<file path="config.mk">
export PLATFORM = sky130hd
export DESIGN_NAME = imem_loader
export DESIGN_NICKNAME = d
export VERILOG_FILES = /design/src/rtl/imem_loader.sv
export SDC_FILE = /design/constraint.sdc
export NUM_CORES = 1
export LEC_CHECK = 0
export BUFFER_PORTS_ARGS = -buffer_cell sky130_fd_sc_hd__clkbuf_2
export CAP_MARGIN = 20
export CORE_ASPECT_RATIO = 1.2
export CORE_MARGIN = 2
export CORE_UTILIZATION = 48
export CTS_CLUSTER_SIZE = 20
export DETAILED_ROUTE_END_ITERATION = 12
export GPL_ROUTABILITY_DRIVEN = 1
export GPL_TIMING_DRIVEN = 0
export PLACE_DENSITY = 0.67
export SLEW_MARGIN = 30
export SYNTH_ARGS = -nofsm -noshare
export SYNTH_HDL_FRONTEND = slang
export SYNTH_SLANG_ARGS = --single-unit
</file>
<file path="constraint.sdc">
create_clock -name clk -period 7.6 [get_ports clk]
set_clock_uncertainty 0.1 [all_clocks]
set_input_delay 0 -clock clk [delete_from_list [all_inputs] [get_ports clk]]
set_output_delay 0 -clock clk [all_outputs]
set_load 0.01 [all_outputs]
</file>
<file path="src/rtl/imem_loader.sv">
// Boot-time instruction-memory loader: assembles big-endian words from a byte stream
// (header word count, then N words) and writes them to word addresses 0..N-1.
module imem_loader #(
  parameter int unsigned DEPTH = 1001
) (
  input  logic        clk,
  input  logic        rst,
  input  logic        start,
  input  logic        in_valid,
  input  logic [7:0]  in_data,
  output logic        in_ready,
  output logic        wr_en,
  output logic [31:0] wr_addr,
  output logic [31:0] wr_data,
  output logic        cpu_hold,
  output logic        done,
  output logic        err
);

  typedef enum logic [1:0] {StHdr, StData, StFlush, StDone} state_e;

  localparam logic [31:0] DepthW = 32'(DEPTH);

  state_e      state_q, state_d;
  logic [1:0]  byte_cnt_q, byte_cnt_d;
  logic [23:0] shift_q, shift_d;
  logic [31:0] count_q, count_d;
  logic [31:0] idx_q, idx_d;
  logic        wr_en_q, wr_en_d;
  logic [31:0] wr_addr_q, wr_addr_d;
  logic [31:0] wr_data_q, wr_data_d;
  logic        err_q, err_d;

  logic        accept;
  logic        word_done;
  logic [31:0] word;

  always_comb begin
    state_d    = state_q;
    byte_cnt_d = byte_cnt_q;
    shift_d    = shift_q;
    count_d    = count_q;
    idx_d      = idx_q;
    wr_en_d    = 1'b0;
    wr_addr_d  = wr_addr_q;
    wr_data_d  = wr_data_q;
    err_d      = err_q;

    in_ready  = (state_q == StHdr) || (state_q == StData);
    accept    = in_valid && in_ready;
    word      = {shift_q, in_data};
    word_done = accept && (byte_cnt_q == 2'd3);

    if (accept) begin
      byte_cnt_d = byte_cnt_q + 2'd1;
      shift_d    = {shift_q[15:0], in_data};
    end

    unique case (state_q)
      StHdr: begin
        if (word_done) begin
          if (word == 32'd0) begin
            state_d = StFlush;
          end else if (word > DepthW) begin
            // Oversized image: reject without touching memory
            err_d   = 1'b1;
            state_d = StFlush;
          end else begin
            count_d = word;
            idx_d   = 32'd0;
            state_d = StData;
          end
        end
      end
      StData: begin
        if (word_done) begin
          wr_en_d   = 1'b1;
          wr_addr_d = idx_q;
          wr_data_d = word;
          idx_d     = idx_q + 32'd1;
          if (idx_q == count_q - 32'd1) begin
            state_d = StFlush;
          end
        end
      end
      // One extra cycle lets the last registered write land before release
      StFlush: begin
        state_d = StDone;
      end
      StDone: begin
        if (start) begin
          state_d    = StHdr;
          err_d      = 1'b0;
          byte_cnt_d = 2'd0;
          idx_d      = 32'd0;
        end
      end
      default: begin
        state_d = StHdr;
      end
    endcase

    done     = (state_q == StDone);
    cpu_hold = (state_q != StDone) || err_q;
  end

  always_ff @(posedge clk or posedge rst) begin
    if (rst) begin
      state_q    <= StHdr;
      byte_cnt_q <= 2'd0;
      shift_q    <= 24'd0;
      count_q    <= 32'd0;
      idx_q      <= 32'd0;
      wr_en_q    <= 1'b0;
      wr_addr_q  <= 32'd0;
      wr_data_q  <= 32'd0;
      err_q      <= 1'b0;
    end else begin
      state_q    <= state_d;
      byte_cnt_q <= byte_cnt_d;
      shift_q    <= shift_d;
      count_q    <= count_d;
      idx_q      <= idx_d;
      wr_en_q    <= wr_en_d;
      wr_addr_q  <= wr_addr_d;
      wr_data_q  <= wr_data_d;
      err_q      <= err_d;
    end
  end

  assign wr_en   = wr_en_q;
  assign wr_addr = wr_addr_q;
  assign wr_data = wr_data_q;
  assign err     = err_q;

endmodule
</file>
==> flow_metrics.env <==
export IMPL_maxSlewViolCount=0
export IMPL_syn_inst=726
export IMPL_num_rows=50
export IMPL_cts_num_sinks=158
export IMPL_grt_max_degree=94
export IMPL_synthTopCellsByArea="dfrtp_1, mux2_2, nand2_1, xnor2_1, o21ai_0"
export IMPL_cts_clk_slew_worst_paths_ns=0.06
export IMPL_cp_end_kind="flip-flop"
export IMPL_synth_seq_cells=158
export IMPL_start_kind="flip-flop"
export IMPL_grt_pass1_wl_mm=30.5
export IMPL_layout_nets=856
export IMPL_initial_core_util_pct=48.8
export IMPL_critPathMaxStageDelay_ns=0.58
export IMPL_path_class="flip-flop to flip-flop"
export IMPL_synth_edf_count=0
export IMPL_syn_num_nets=745
export IMPL_fmax_ghz=0.270
export IMPL_htree_levels=4
export IMPL_status="finished clean"
export IMPL_drive_gt1_share_pct=23.5
export IMPL_setup_viol_count_final=0
export IMPL_portBuffers=80
export IMPL_r2r_end="state_q[0]"
export IMPL_fin_crit_sh_pct=48.8
export IMPL_core_area_um2=15500
export IMPL_period_minus_slack_ns=3.71
export IMPL_ant_nets=0
export IMPL_ys_seq_area_share_pct=52.2
export IMPL_power_density_nw_per_um2=276
export IMPL_max_slew_margin_pct=56.0
export IMPL_ctsHoldBuffers=11
export IMPL_async_reset_ff_share_pct=100
export IMPL_gr_total_overflow=0
export IMPL_antenna_found_initial=0
export IMPL_cpLargestDelayFamily="simple AND/OR/NAND/NOR gates"
export IMPL_io_pins=81
export IMPL_fp_dieW_um=119
export IMPL_drcViolationCount=0
export IMPL_syn_avg_cell_area_um2=10.4
export IMPL_r2r_start="count_q[0]"
export IMPL_yosys_area_top_type="dfrtp_1"
export IMPL_clock_tree_root_cell="clkbuf_16"
export IMPL_ctsResizeCount=0
export IMPL_netlist_area_um2=7570
export IMPL_final_area_um2=8990
export IMPL_avgRoutedWirePerCell_um=17.0
export IMPL_r2r_setup_slack_ns=3.89
export IMPL_placed_area_um2=8270
export IMPL_drt_iter0_markers=337
export IMPL_clk_insertion_delay_late_ns=0.43
export IMPL_drt_total_wl_mm=18.0
export IMPL_finalHoldViolCount=0
export IMPL_dp_hpwl_mm=13.0
export IMPL_cts_tree="yes"
export IMPL_numCtsBuffers=17
export IMPL_ys_types=64
export IMPL_areaGrowthSynthToFinish_pct=18.7
export IMPL_holdCritPathClass="input pin to asynchronous set/reset pin"
export IMPL_cap_viol_max_count=0
export IMPL_grt_pass1_vias=5845
export IMPL_yosysTopAreaCellShare_pct=52.2
export IMPL_worst_pin_slew_ns=0.651
export IMPL_arrival_ns=3.95
export IMPL_cp_cell_sequence="inv_1 -> ha_1 -> nor4b_1 -> nand2_1 -> o311ai_1 -> o211ai_1 -> nor4_1 -> or4b_1 -> o32ai_2 -> mux2i_1"
export IMPL_fin_setup_tns_ns=0
export IMPL_crit_fanout=6
export IMPL_dr_total_vias=5850
export IMPL_worstPathRequired_ns=7.85
export IMPL_track_usage_pct=22.9
export IMPL_clk_path_buf_depth=2
export IMPL_max_vdd_ir_drop_uv=199
export IMPL_synth_warnings=0
export IMPL_synthFlopType="dfrtp_1"
export IMPL_post_cts_buffers=0
export IMPL_p_leak_nw=4.46
export IMPL_routed_via_density=5.53
export IMPL_gp_congestion=0.861
export IMPL_diodes=0
export IMPL_drt_first_pass_iters=5
export IMPL_critical_path_buf_inv_count=1
export IMPL_dieArea_um2=16800
export IMPL_die_h_um=142
export IMPL_slowest_stage="nor4b_1"
export IMPL_rsz0062_at_grt="no"
export IMPL_rr_worst_depth=10
## cell type report
cell class	instances	area, um2
Fill cell	1352	6520
Sequential cell	158	3950
Multi-Input combinational cell	522	3440
Timing Repair Buffer	92	538
Clock buffer	20	467
Tap cell	208	260
Clock inverter	12	148
Buffer	29	115
Inverter	17	71.3
## per-layer routing
layer | global-route usage [%] | share of wire [%] | up-vias
li1 | - | - | 2770
met5 | 0 | 0 | -
met1 | 29.2 | 43 | 2901
met3 | 4.06 | 4.2 | 26
met4 | 7.96 | 1.6 | 0
met2 | 39.3 | 52 | 153
## stage by stage
| step | setup slack [ns] | power, mW | hold WS (ns) | cells | utilization (%) |
|---|---|---|---|---|---|
| after global placement | 1.68 | 1.60 | 0.135 | 1014 | 53.1 |
| after detailed placement | 4.04 | 1.62 | -0.0230 | 1015 | 53.3 |
| after CTS | 4.01 | 2.51 | 0.0643 | 1058 | 58.0 |
| after global routing | 3.62 | 2.62 | 0.133 | 1058 | 58.0 |
| final | 3.89 | 2.49 | 0.0840 | 1058 | 58.0 |
| after floorplan | 3.24 | 1.40 | -0.0135 | 726 | - |
## how the worst max path moves through the flow
stage,from,endpoint,slack [ns],depth (start not counted)
2_1_floorplan,rst,byte_cnt_q[0],3.24,1
3_3_place_gp,rst,idx_q[7],1.68,2
3_5_place_dp,count_q[0],state_q[1],4.04,10
4_1_cts,count_q[0],state_q[1],4.01,10
5_1_grt,count_q[0],state_q[0],3.62,10
6_report,count_q[0],state_q[0],3.89,10
## kinds of logic after synthesis
family                   after synthesis  synth area share, %
AND/OR/NAND/NOR                      300                 20.2
flip-flops                           158                 52.2
AO/OA/AOI/OAI                         95                 7.76
multiplexers                          76                 11.2
buffers and inverters                 46                 2.36
XOR/XNOR                              44                 5.09
adder cells (fa/ha/maj)                7                 1.16
## where the power goes
part | total (mW) | internal, mW | switching [mW]
Combinational | 0.535 | 0.207 | 0.328
Sequential | 1.08 | 0.969 | 0.108
Clock | 0.875 | 0.518 | 0.357
## flip-flops by register name, summed over array words and instances, names as in the netlist
signal / count
count_q: 32
idx_q: 32
wr_addr: 32
wr_data: 32
shift_q: 24
byte_cnt_q: 2
state_q: 2
err: 1
wr_en: 1
## worst reg2reg max path: cells and delay by family, from the launching register on
kind / cells / cell delay [ns]
mux: 1 / 0.23
flops: 1 / 0.42
compound gates: 3 / 0.85
buf+inv: 1 / 0.07
fa+ha+maj: 1 / 0.26
simple gates: 4 / 1.71
## layout by cell type, fill, tap and decap left out, types with 5 or more instances in the layout
cell           synthesis  final
mux2i_1                5      5
nor2_1                35     35
or3_1                 19     19
nor2b_1                7      7
xnor2_1               24     24
nand2_1              107    107
clkbuf_16              0     17
o211ai_1               6      6
or2_2                  5      5
inv_1                 17     16
and2_1                26     26
o21ai_0               36     36
dlygate4sd3_1          0     11
dfrtp_1              158    158
and3_1                 7      7
nand3_1               23     23
nor3_1                17     17
ha_1                   7      7
clkbuf_1              24     24
a21oi_1               23     23
clkbuf_2               1     81
mux2_2                71     71
nor4_1                17     17
nand2b_1               6      6
nand4_1                9      9
xor2_1                20     20
## cell usage after synthesis (all sizes together), types with 3 or more instances
| cell type | count |
|---|---|
| or4 | 3 |
| dfrtp | 158 |
| a31oi | 4 |
| nor3 | 19 |
| xnor2 | 24 |
| o21ai | 37 |
| a21oi | 23 |
| or3 | 20 |
| buf | 3 |
| and3 | 7 |
| nor2b | 7 |
| xor2 | 20 |
| ha | 7 |
| mux2i | 5 |
| inv | 17 |
| nand2 | 107 |
| and2 | 26 |
| o311ai | 3 |
| clkbuf | 26 |
| nand3 | 23 |
| nor4 | 17 |
| or2 | 6 |
| mux2 | 71 |
| o211ai | 6 |
| nand2b | 6 |
| and4 | 4 |
| o31ai | 4 |
| nand4 | 9 |
| nor2 | 35 |
No activity file was read; power rests on OpenSTA's default activity.
